[src/rtl/alarm_sequencer_pkg.sv]
// Shared definitions for the alarm sequencer: state codes and counter widths.
package alarm_sequencer_pkg;

    localparam int unsigned StateW = 2;
    localparam int unsigned CntW   = 16;
    localparam int unsigned SnzW   = 3;

    typedef enum logic [StateW-1:0] {
        StIdle    = 2'd0,
        StArmed   = 2'd1,
        StRinging = 2'd2,
        StSnooze  = 2'd3
    } state_e;

endpackage

[src/rtl/alarm_sequencer_btn_edge.sv]
// Rising-edge detector for a debounced, synchronized button level.
module alarm_sequencer_btn_edge (
    input  logic MCLK,
    input  logic reset_n,
    input  logic level_i,
    output logic pulse_o
);

    logic hist_q;

    always_ff @(posedge MCLK or negedge reset_n) begin
        if (!reset_n) begin
            hist_q <= 1'b0;
        end else begin
            hist_q <= level_i;
        end
    end

    // Combinational so the press acts on the same clock edge that samples it.
    assign pulse_o = level_i & ~hist_q;

endmodule

[src/rtl/alarm_sequencer.sv]
// Alarm state controller: arms, rings, snoozes and auto-stops the alarm around the
// programmed time, and drives the ringing/blink indications.
module alarm_sequencer
    import alarm_sequencer_pkg::*;
#(
    parameter int unsigned RING_TICKS   = 60,
    parameter int unsigned SNOOZE_TICKS = 540,
    parameter int unsigned MAX_SNOOZES  = 3
) (
    input  logic              MCLK,
    input  logic              reset_n,
    input  logic              alarm_en,
    input  logic [15:0]       cur_time,
    input  logic [15:0]       alarm_time,
    input  logic              min_tick,
    input  logic              sec_tick,
    input  logic              btn_snooze,
    input  logic              btn_stop,
    output logic              ringing,
    output logic              blink,
    output logic              snoozing,
    output logic [SnzW-1:0]   snooze_count,
    output logic [StateW-1:0] state
);

    localparam logic [CntW-1:0] RingLast   = CntW'(RING_TICKS - 1);
    localparam logic [CntW-1:0] SnoozeLoad = CntW'(SNOOZE_TICKS);
    localparam logic [SnzW-1:0] MaxSnz     = SnzW'(MAX_SNOOZES);

    state_e            state_q, state_d;
    logic [CntW-1:0]   ring_cnt_q, ring_cnt_d;
    logic [CntW-1:0]   snz_cnt_q, snz_cnt_d;
    logic [SnzW-1:0]   snz_used_q, snz_used_d;
    logic              blink_q, blink_d;
    logic              ringing_q, snoozing_q;
    logic              snooze_p, stop_p;
    logic              clear;

    alarm_sequencer_btn_edge u_snooze_edge (
        .MCLK    (MCLK),
        .reset_n (reset_n),
        .level_i (btn_snooze),
        .pulse_o (snooze_p)
    );

    alarm_sequencer_btn_edge u_stop_edge (
        .MCLK    (MCLK),
        .reset_n (reset_n),
        .level_i (btn_stop),
        .pulse_o (stop_p)
    );

    always_comb begin
        state_d    = state_q;
        ring_cnt_d = ring_cnt_q;
        snz_cnt_d  = snz_cnt_q;
        snz_used_d = snz_used_q;
        blink_d    = blink_q;
        clear      = 1'b0;

        if (!alarm_en) begin
            state_d = StIdle;
            clear   = 1'b1;
        end else begin
            unique case (state_q)
                StIdle: begin
                    state_d = StArmed;
                    clear   = 1'b1;
                end
                StArmed: begin
                    // Only the minute strobe triggers, so a stopped alarm stays quiet
                    // for the rest of the matching minute.
                    if (min_tick && (cur_time == alarm_time)) begin
                        state_d    = StRinging;
                        ring_cnt_d = '0;
                        blink_d    = 1'b0;
                    end
                end
                StRinging: begin
                    if (stop_p) begin
                        state_d = StArmed;
                        clear   = 1'b1;
                    end else if (snooze_p && (snz_used_q < MaxSnz)) begin
                        state_d    = StSnooze;
                        snz_cnt_d  = SnoozeLoad;
                        snz_used_d = snz_used_q + 1'b1;
                        blink_d    = 1'b0;
                    end else if (sec_tick) begin
                        if (ring_cnt_q == RingLast) begin
                            state_d = StArmed;
                            clear   = 1'b1;
                        end else begin
                            ring_cnt_d = ring_cnt_q + 1'b1;
                            blink_d    = ~blink_q;
                        end
                    end
                end
                StSnooze: begin
                    if (stop_p) begin
                        state_d = StArmed;
                        clear   = 1'b1;
                    end else if (sec_tick) begin
                        if (snz_cnt_q == CntW'(1)) begin
                            state_d    = StRinging;
                            ring_cnt_d = '0;
                            snz_cnt_d  = '0;
                            blink_d    = 1'b0;
                        end else begin
                            snz_cnt_d = snz_cnt_q - 1'b1;
                        end
                    end
                end
            endcase
        end

        if (clear) begin
            ring_cnt_d = '0;
            snz_cnt_d  = '0;
            snz_used_d = '0;
            blink_d    = 1'b0;
        end
    end

    always_ff @(posedge MCLK or negedge reset_n) begin
        if (!reset_n) begin
            state_q    <= StIdle;
            ring_cnt_q <= '0;
            snz_cnt_q  <= '0;
            snz_used_q <= '0;
            blink_q    <= 1'b0;
            ringing_q  <= 1'b0;
            snoozing_q <= 1'b0;
        end else begin
            state_q    <= state_d;
            ring_cnt_q <= ring_cnt_d;
            snz_cnt_q  <= snz_cnt_d;
            snz_used_q <= snz_used_d;
            blink_q    <= blink_d;
            ringing_q  <= (state_d == StRinging);
            snoozing_q <= (state_d == StSnooze);
        end
    end

    assign ringing      = ringing_q;
    assign snoozing     = snoozing_q;
    assign blink        = blink_q;
    assign snooze_count = snz_used_q;
    assign state        = state_q;

endmodule

[config.mk]
export PLATFORM = sky130hd
export DESIGN_NAME = alarm_sequencer
export DESIGN_NICKNAME = d
export VERILOG_FILES = /design/src/rtl/alarm_sequencer_pkg.sv /design/src/rtl/alarm_sequencer_btn_edge.sv /design/src/rtl/alarm_sequencer.sv
export SDC_FILE = /design/constraint.sdc
export NUM_CORES = 1
export LEC_CHECK = 0
export CORE_MARGIN = 8
export CORE_UTILIZATION = 50
export DETAILED_ROUTE_END_ITERATION = 10
export DONT_BUFFER_PORTS = 1
export PLACE_DENSITY = 0.68
export SLEW_MARGIN = 10
export SYNTH_ARGS = -nofsm -noshare
export SYNTH_HDL_FRONTEND = slang
export SYNTH_SLANG_ARGS = --single-unit
[constraint.sdc]
create_clock -name MCLK -period 3.35 [get_ports MCLK]
set_clock_uncertainty 0.05 [all_clocks]
set_input_delay 0.67 -clock MCLK [delete_from_list [all_inputs] [get_ports MCLK]]
set_output_delay 0.67 -clock MCLK [all_outputs]
set_load 0.01 [all_outputs]
==> run summary, run 1 <==
outcome = completed
Final Hold Viols = 0
FF-to-FF End = snz_cnt_q[11]
cts hold-fix bufs = 0
die extent in y = 91.3 um
Buffers on Ports = 0
drc violations = 0
Worst VDD drop = 235 uV
GRT Total Usage = 0.168
Net Sw Power = 236 uW
global placement routability congestion = 0.858
postcts setup bufs = 0
FF-to-FF path depth = 8
crit-path max FO = 12
Final Cycle Share = 0.879
CTS Root Cell = clkbuf_8
Crit path buffers/inverters = 1
Lkg Pwr = 1.33 nW
core area = 0.00551 mm2
post-DP HPWL = 5070 um
yosys warns = 0
Final Util = 0.550
routed len/inst = 17.8 um
Vias/cell = 6.38
Worst setup SP type = flip-flop
pin count of the biggest net entering global routing = 43
WP data required = 3.49 ns
ys async rst share = 1.00
Pint = 706 uW
final setup fails = 0
CTS tree = done
slew margin rel. = 0.473
share of cells above drive strength 1 = 0.0833
DR vias = 2,525
worst slew pin tran = 0.788 ns
Initial Utilization = 0.515
CTS buffer count = 5
worst hold slack = 0.0186 ns
RSZ-0062 raised after global routing = no
Post-Syn Area = 0.00283 mm2
cell area after layout = 0.00303 mm2
depth of the CTS H-tree = 2
worst-path cell chain = inv_1 -> ha_1 -> or2_1 -> a311oi_1 -> o31ai_2 -> nor2_1 -> o21ai_1 -> o41ai_1
clk buf depth = 2
global-route wire length before repair = 11,800 um
area post-placement = 0.00292 mm2
FF+latch count, synth = 42
Initial DRC Count = 253
Tightest Hold Check Type = in2async
Clock Power Share = 0.363
Area Overhead vs Synth = 6.84%
Setup TNS Final = 0 ns
R2R Setup Slk = 0.41 ns
pwr/cell area = 311 mW/mm2
CP Data Arrival Time = 3.09 ns
Net Sw Frac = 0.250
Clock Latency Late Sink = 0.29 ns
Levels on crit path = 8
post-route ant nets = 0
CP max-delay cell = nor2_1
Die Wd = 91.3 um
post-synthesis sequential area ratio = 0.371
combinational power share = 0.093
sinks on the clock net = 42
Setup crit end kind = flip-flop
max-slew violations = 0
Congestion Overflow GR = 0
Avg Cell Area, Syn = 8.83 um2
syn_nets = 368
antenna cells = 0
f_max = 340 MHz
die area = 0.00833 mm2
main flop type after synthesis = dfrtp_1
antenna violations before repair = 0
clk slew on worst S/H paths = 0.08 ns
final net count = 370
CP top delay family = compound AO/OA/AOI/OAI gates
vias in the first global route = 2,461
row count = 27
post_cts resized = 0
Synth cell types = 55
Synth Instances = 321
final WL = 7050 um
DR pass1 iterations = 5
Crit path largest cell delay = 0.67 ns
R2R Path Start = state[0]
Crit Path Class = reg2reg
EDFF count, synth = 0
register share of total power = 0.544
# Max-Cap Violations = 0
fin crit period = 2.94 ns
I/O pin total = 47
## state kept, by name, summed over array words and instances (netlist names)
register	cells
ring_cnt_q	16
snz_cnt_q	16
snooze_count	3
state	2
blink	1
ringing	1
snoozing	1
u_snooze_edge.hist_q	1
u_stop_edge.hist_q	1
## kinds of logic (layout without fill, tap and decap cells)
kind of cell,after synthesis,count (layout),synth area share
flip-flops,42,42,0.371
XOR/XNOR,17,17,0.0525
adder cells (fa/ha/maj),8,8,0.0353
AO/OA/AOI/OAI,97,97,0.238
multiplexers,3,3,0.0115
AND/OR/NAND/NOR,128,128,0.253
buffers and inverters,26,29,0.0389
## layout by cell type (no fill, tap or decap), drive strengths merged, types with 3 or more instances in the layout
cell type	n
a21oi	11
inv	14
nand3	10
and4	3
nand4	5
o41ai	6
and2	3
buf	7
o22ai	4
xor2	16
or4	3
o31ai	24
nand2b	5
dfrtp	42
a211oi	3
nor4	10
or3	3
ha	8
and3	5
o21ai	23
a31oi	5
or2	4
clkbuf	7
nor2b	7
nor3	16
nor4b	3
nand2	23
a22oi	5
nor2	25
## power groups by stage
stage,clock network (mW),logic [mW],registers [mW]
6_report,0.342,0.0875,0.513
5_1_grt,0.368,0.0993,0.513
4_1_cts,0.350,0.0771,0.513
3_5_place_dp,0,0.0769,0.523
3_3_place_gp,0,0.0754,0.523
2_1_floorplan,0,0.0601,0.522
## synth_stat cells (all sizes together) (2+ instances only)
| master | number | area share |
|---|---|---|
| o22ai | 4 | 0.0088 |
| a41o | 2 | 0.0071 |
| nor2 | 25 | 0.033 |
| a22oi | 5 | 0.013 |
| nor4b | 3 | 0.0093 |
| and2 | 3 | 0.0066 |
| buf | 5 | 0.011 |
| o21a | 2 | 0.0053 |
| nand2b | 5 | 0.011 |
| nand3 | 10 | 0.019 |
| mux2 | 2 | 0.0079 |
| nand4 | 5 | 0.011 |
| o211ai | 2 | 0.0053 |
| nand2 | 23 | 0.030 |
| dfrtp | 42 | 0.37 |
| or4 | 3 | 0.0079 |
| and3 | 5 | 0.011 |
| nor2b | 7 | 0.015 |
| and4 | 3 | 0.0093 |
| inv | 14 | 0.019 |
| o21ai | 23 | 0.041 |
| a31oi | 5 | 0.011 |
| nor4 | 10 | 0.033 |
| a211oi | 3 | 0.0079 |
| o41ai | 6 | 0.024 |
| a41oi | 2 | 0.0062 |
| a21oi | 11 | 0.021 |
| ha | 8 | 0.035 |
| clkbuf | 7 | 0.0093 |
| nor3 | 16 | 0.030 |
| or2 | 4 | 0.0088 |
| o32ai | 2 | 0.0062 |
| or3 | 3 | 0.0066 |
| o31ai | 24 | 0.064 |
| xor2 | 16 | 0.049 |
## stage by stage
step	std cells	setup WS, ns	total power, mW
final	396	0.406	0.942
after global routing	396	0.0791	0.981
after CTS	395	0.375	0.940
after detailed placement	387	0.385	0.600
after global placement	387	0.487	0.598
after floorplan	321	0.762	0.582
## layout make-up
cell class | count | area (um2)
clock buffer | 7 | 86.3
fill | 516 | 2480
sequential | 42 | 1050
tap | 72 | 90.1
timing repair buffer | 7 | 65.1
multi-input combinational | 253 | 1680
clock inverter | 1 | 5.00
inverter | 14 | 52.6
## worst max-delay path by stage
stage | end | slack, ns | from
2_1_floorplan | ring_cnt_q[10] | 0.76 | state[0]
3_3_place_gp | ring_cnt_q[14] | 0.49 | state[0]
3_5_place_dp | ring_cnt_q[14] | 0.38 | state[0]
4_1_cts | snz_cnt_q[11] | 0.37 | state[0]
5_1_grt | snz_cnt_q[14] | 0.08 | state[0]
6_report | snz_cnt_q[11] | 0.41 | state[0]
## metal layers
metal | global-route usage | vias to the layer above | wire, um
met5 | 0 | - | 0
met4 | 0.0327 | 0 | 44
met3 | 0.0535 | 8 | 545
met2 | 0.271 | 101 | 3330
met1 | 0.215 | 1196 | 3130
li1 | - | 1220 | -
(Power assumes the default switching activity.)
==> run 2, diff against run 1 <==
--- a/config.mk
+++ b/config.mk
@@ -6,10 +6,10 @@
 export NUM_CORES = 1
 export LEC_CHECK = 0
 export CORE_MARGIN = 8
-export CORE_UTILIZATION = 50
+export CORE_UTILIZATION = 40
 export DETAILED_ROUTE_END_ITERATION = 10
 export DONT_BUFFER_PORTS = 1
-export PLACE_DENSITY = 0.68
+export PLACE_DENSITY = 0.57
 export SLEW_MARGIN = 10
 export SYNTH_ARGS = -nofsm -noshare
 export SYNTH_HDL_FRONTEND = slang
==> run 2 against run 1 <==
  * Maximum frequency shrank 4.4%
  * Setup slack lost 0.14 ns
  * Non-clock buffer count grew 2
  * Global-route usage shrank 1.5 points
  * Critical endpoint is now ring_cnt_q[14]
  * Largest cell class unchanged
==> run summary, run 2 (synthesis gave the netlist of run 1 again) <==
outcome = completed
Vias/cell = 5.98 (-6.2%)
WP data required = 3.48 ns (about the same)
Clock Power Share = 0.370 (+0.007)
Area Overhead vs Synth = 8.43%
Layout Cells excl Fill = 422 (+6.6%)
Final Hold Viols = 0 (unchanged)
Setup TNS Final = 0 ns (unchanged)
Setup crit end kind = flip-flop
combinational power share = 0.096 (+0.003)
die extent in y = 100 um (+9.7%)
CTS buffer count = 5 (unchanged)
depth of the CTS H-tree = 2 (unchanged)
crit-path max FO = 12 (unchanged)
Die Wd = 100 um (+9.7%)
GRT Total Usage = 0.152 (-0.0153)
final net count = 372 (+0.54%)
I/O pin total = 47 (unchanged)
Net Sw Power = 253 uW (+7.5%)
Pint = 706 uW (about the same)
Final Cycle Share = 0.920 (+0.0408)
worst slew pin tran = 0.915 ns (+0.127 ns)
antenna cells = 0 (unchanged)
Hold Crit Start = btn_snooze
antenna violations before repair = 0 (unchanged)
drc violations = 0 (unchanged)
most frequent cells in the layout = dfrtp_1 (42), nor2_1 (25), nand2_1 (23), o31ai_1 (23), xor2_1 (16)
R2R Path Start = state[0]
Congestion Overflow GR = 0 (unchanged)
fin crit period = 3.08 ns (+0.137 ns)
# Max-Cap Violations = 0 (unchanged)
FF-to-FF End = ring_cnt_q[14]
row count = 30 (+11%)
DR pass1 iterations = 4 (-1)
Initial Utilization = 0.415 (-0.0998)
global placement routability congestion = 0.779 (-9.2%)
post-route ant nets = 0 (unchanged)
Lkg Pwr = 1.33 nW (about the same)
Crit Path Class = reg2reg
FF-to-FF path depth = 7 (-1)
global-route wire length before repair = 12,600 um (+6.7%)
hold endpoint = u_snooze_edge.hist_q
f_max = 325 MHz (-4.4%)
slew margin rel. = 0.388 (-0.0849)
postcts setup bufs = 0 (unchanged)
Net Sw Frac = 0.264 (+0.0137)
vias in the first global route = 2,573 (+4.6%)
fill cell count = 715 (+39%)
Clock Latency Late Sink = 0.30 ns (about the same)
Tightest Hold Check Type = in2reg
pwr/cell area = 312 mW/mm2 (+0.42%)
register share of total power = 0.534 (-0.010)
pre-CTS WS = 0.307 ns (-0.0777 ns)
dpl cells = 411 (+6.2%)
pin count of the biggest net entering global routing = 21 (-51%)
DR vias = 2,525 (unchanged)
final setup fails = 0 (unchanged)
routed len/inst = 17.6 um (-0.97%)
worst setup margin = 0.270 ns (-0.137 ns)
R2R Setup Slk = 0.27 ns (-0.14 ns)
die area = 0.0100 mm2 (+20%)
clk buf depth = 2 (unchanged)
final WL = 7440 um (+5.5%)
sinks on the clock net = 42 (unchanged)
commonest non-fill, non-tap cell in the layout = dfrtp_1
CP Data Arrival Time = 3.21 ns (+0.12 ns)
CTS tree = done
share of cells above drive strength 1 = 0.0859 (+0.00256)
RSZ-0062 raised after global routing = no
core area = 0.00683 mm2 (+24%)
Hold Path Depth = 0
Buffers on Ports = 0 (unchanged)
CTS Root Cell = clkbuf_8
max-slew violations = 0 (unchanged)
clk slew on worst S/H paths = 0.09 ns (about the same)
Worst VDD drop = 129 uV (-45%)
post-DP HPWL = 5310 um (+4.8%)
Initial DRC Count = 187 (-26%)
Worst setup SP type = flip-flop
==> run 2: how the worst max path moves through the flow <==
stage,start,endpoint,slack [ns],cells after the start
3_3_place_gp,snz_cnt_q[1],ring_cnt_q[14],0.32,8
4_1_cts,snz_cnt_q[1],ring_cnt_q[14],0.23,8
6_report,state[0],ring_cnt_q[14],0.27,7
2_1_floorplan,state[0],ring_cnt_q[10],0.76,9
5_1_grt,state[0],snz_cnt_q[12],0.07,8
3_5_place_dp,snz_cnt_q[1],ring_cnt_q[14],0.31,8
==> run 2: critical path, stage by stage, from the launching register on <==
cell and delay (ns):
dfrtp_1 0.50, ha_1 0.39, or2_1 0.31, a311oi_1 0.47, o211ai_1 0.22, nand2b_1 0.20
or2_1 0.41, o41ai_1 0.43
==> run 2: timing repair <==
action | in CTS | in global routing
gates resized for setup | 0 | 1
hold endpoints to repair | 18 | 18
hold buffers | 2 | 1
endpoints found under the setup margin | 0 | 1
==> run 2: layer usage <==
metal / vias to the layer above / routed length, um / global-route usage
met5: - / 0 / 0
met4: 0 / 29 / 0.0256
met3: 4 / 473 / 0.0471
met2: 79 / 3430 / 0.251
met1: 1222 / 3500 / 0.193
li1: 1220 / - / -
==> run 2: final cells by class <==
| cell class | instances | area (um2) | share of cell area |
|---|---|---|---|
| multi-input cells | 253 | 1680 | 0.546 |
| flip-flops and latches | 42 | 1050 | 0.342 |
| well taps | 96 | 120 | 0.0391 |
| clock buffers | 6 | 82.6 | 0.0269 |
| repair buffers | 9 | 75.1 | 0.0244 |
| inverters | 14 | 52.6 | 0.0171 |
| clock inverters | 2 | 12.5 | 0.00407 |
==> run 2: power by group through the flow <==
stage / Sequential [mW] / Clock (mW) / Combinational (mW)
after floorplan: 0.522 / 0 / 0.0601
after global placement: 0.523 / 0 / 0.0773
after detailed placement: 0.523 / 0 / 0.0782
after CTS: 0.513 / 0.365 / 0.0872
after global routing: 0.513 / 0.388 / 0.104
final: 0.513 / 0.355 / 0.0921
==> run 2: stage by stage <==
stage / util / instance area (um2) / hold slack, ns / total power, mW
floorplan: - / 2830 / 0.324 / 0.582
global route: 0.450 / 3070 / 0.315 / 1.00
CTS: 0.448 / 3060 / 0.00452 / 0.965
detailed placement: 0.431 / 2950 / 0.328 / 0.601
global placement: 0.431 / 2950 / 0.327 / 0.600
finish: 0.450 / 3070 / 0.335 / 0.960
==> run 3, diff against run 2 <==
==> constraint.sdc (replaced) <==
create_clock -name MCLK -period 3.35 [get_ports MCLK]
set_clock_uncertainty 0.05 [all_clocks]
set_input_delay 0.335 -clock MCLK [delete_from_list [all_inputs] [get_ports MCLK]]
set_output_delay 0.335 -clock MCLK [all_outputs]
set_load 0.01 [all_outputs]
==> run 3 against run 2 <==
  * Final cell count did not move
  * Via count rose by 1.9%
  * Hold slack got worse by 0.32 ns
  * Utilization rose by 0.26 points
  * Routed wire length fell by 3.7%
  * Combinational power increased by 2.5%
  * Non-clock buffer count stayed put
  * Critical path type unchanged
  * Largest cell class unchanged
  * Largest power group unchanged
==> run summary, run 3 (synthesis gave the netlist of run 1 again) <==
outcome = completed
worst-path cell chain = inv_1 -> ha_1 -> nor4b_1 -> and4_2 -> a41oi_1 -> a211o_1 -> or2_1 -> o41ai_1
dpl cells = 411 (unchanged)
share of cells above drive strength 1 = 0.0890 (+0.00307)
final setup fails = 0 (unchanged)
multi-input logic area = 0.00168 mm2 (unchanged)
Pwr Total = 961 uW (+0.10%)
drc violations = 0 (unchanged)
Crit path largest cell delay = 0.46 ns (-0.04 ns)
CTS buffer count = 5 (unchanged)
post-route ant nets = 0 (unchanged)
Clock Latency Late Sink = 0.30 ns (about the same)
crit-path max FO = 11 (-1)
Die Wd = 100 um (unchanged)
postcts setup bufs = 0 (unchanged)
WP data required = 3.48 ns (about the same)
final net count = 372 (unchanged)
sinks on the clock net = 42 (unchanged)
final WL = 7160 um (-3.7%)
Final Cycle Share = 0.916 (-0.00383)
FF-to-FF path depth = 8 (+1)
DR vias = 2,574 (+1.9%)
Vias/cell = 6.10 (+1.9%)
R2R Path Start = snz_cnt_q[1]
max layer used = met4
Hold Path Depth = 0 (unchanged)
vias in the first global route = 2,488 (-3.3%)
max-slew violations = 0 (unchanged)
global placement routability congestion = 0.796 (+2.1%)
CP Data Arrival Time = 3.20 ns (about the same)
CP top delay family = simple AND/OR/NAND/NOR gates
post-DP HPWL = 5200 um (-2.1%)
Post-Route M1 WL = 3390 um (-3.2%)
R2R Setup Slk = 0.28 ns (about the same)
# Max-Cap Violations = 0 (unchanged)
Worst VDD drop = 158 uV (+23%)
pwr/cell area = 311 mW/mm2 (-0.47%)
Crit path buffers/inverters = 1 (+1)
Initial Utilization = 0.415 (unchanged)
die area = 0.0100 mm2 (unchanged)
GRT Total Usage = 0.146 (-0.00604)
CP max-delay cell = or2_1
Congestion Overflow GR = 0 (unchanged)
Area Overhead vs Synth = 9.05%
clk slew on worst S/H paths = 0.09 ns (about the same)
clk buf depth = 2 (unchanged)
Lkg Pwr = 1.34 nW (+0.64%)
RSZ-0062 raised after global routing = no
Initial DRC Count = 128 (-32%)
routed len/inst = 17.0 um (-3.7%)
row count = 30 (unchanged)
Buffers on Ports = 0 (unchanged)
depth of the CTS H-tree = 2 (unchanged)
die extent in y = 100 um (unchanged)
Register Area = 0.00105 mm2 (unchanged)
DR WL met2 = 3270 um (-4.8%)
f_max = 326 MHz (+0.42%)
fill cell count = 712 (-0.42%)
Crit Path Class = reg2reg
CTS tree = done
worst slew pin tran = 0.762 ns (-0.153 ns)
antenna cells = 0 (unchanged)
Layout Cells excl Fill = 422 (unchanged)
CTS Root Cell = clkbuf_8
met3 wire len = 461 um (-2.5%)
core area = 0.00683 mm2 (unchanged)
Final Hold Viols = 0 (unchanged)
commonest non-fill, non-tap cell in the layout = dfrtp_1
slew margin rel. = 0.490 (+0.102)
Setup crit end kind = flip-flop
antenna violations before repair = 0 (unchanged)
I/O pin total = 47 (unchanged)
most frequent cells in the layout = dfrtp_1 (42), nor2_1 (25), nand2_1 (23), o31ai_1 (23), xor2_1 (16)
global-route wire length before repair = 12,300 um (-2.2%)
Worst setup SP type = flip-flop
Setup TNS Final = 0 ns (unchanged)
Hold Crit Start = btn_stop
Tightest Hold Check Type = in2reg
pin count of the biggest net entering global routing = 43 (+100%)
DR pass1 iterations = 5 (+1)
hold endpoint = u_stop_edge.hist_q
fin crit period = 3.07 ns (-0.0128 ns)
FF-to-FF End = ring_cnt_q[14]
run 3: cell count changes in the layout (fill, tap and decap cells not counted):
| cell | change |
|---|---|
| dlygate4sd3_1 | -1 |
| buf_16 | +1 |
run 3: metrics by stage:
| step | util | setup WS (ns) | hold WS, ns | area, um2 |
|---|---|---|---|---|
| after floorplan | - | 0.762 | -0.0106 | 2830 |
| after global placement | 0.431 | 0.321 | -0.00787 | 2950 |
| after detailed placement | 0.431 | 0.298 | -0.00766 | 2950 |
| after CTS | 0.452 | 0.234 | 0.00409 | 3090 |
| after global routing | 0.452 | 0.0389 | 0.00220 | 3090 |
| final | 0.452 | 0.282 | 0.0151 | 3090 |
run 3: worst max path at each step:
stage / start / end / slack (ns) / cells after the start
6_report: snz_cnt_q[1] / ring_cnt_q[14] / 0.28 / 8
3_3_place_gp: snz_cnt_q[1] / ring_cnt_q[14] / 0.32 / 8
4_1_cts: snz_cnt_q[1] / ring_cnt_q[14] / 0.23 / 8
3_5_place_dp: snz_cnt_q[1] / ring_cnt_q[14] / 0.30 / 8
5_1_grt: state[0] / snz_cnt_q[13] / 0.04 / 8
2_1_floorplan: state[0] / ring_cnt_q[10] / 0.76 / 9
run 3: area by class of cell:
| cell class | count | area share |
|---|---|---|
| inverter | 14 | 0.0170 |
| tap | 96 | 0.0389 |
| clock inverter | 2 | 0.00405 |
| multi-input combinational | 253 | 0.543 |
| timing repair buffer | 9 | 0.0300 |
| clock buffer | 6 | 0.0267 |
| sequential | 42 | 0.340 |
run 3: metal layers:
layer  GRT usage  vias to the layer above
met4      0.0256                        0
met2       0.233                       84
met5           0                        -
met3      0.0429                        6
li1            -                     1228
met1       0.192                     1256
run 3: where the power goes:
part	internal (mW)	switching [mW]	leakage (nW)	total [mW]
logic	0.0341	0.0603	0.714	0.0944
clock network	0.166	0.188	0.0472	0.354
registers	0.509	0.00354	0.581	0.512
total	0.709	0.252	1.34	0.961
run 3: repair_timing:
action	4_1_cts	5_1_grt
resized for setup	0	1
endpoints found under the setup margin	0	1
hold buffers	3	0
endpoints found under the hold margin	43	0
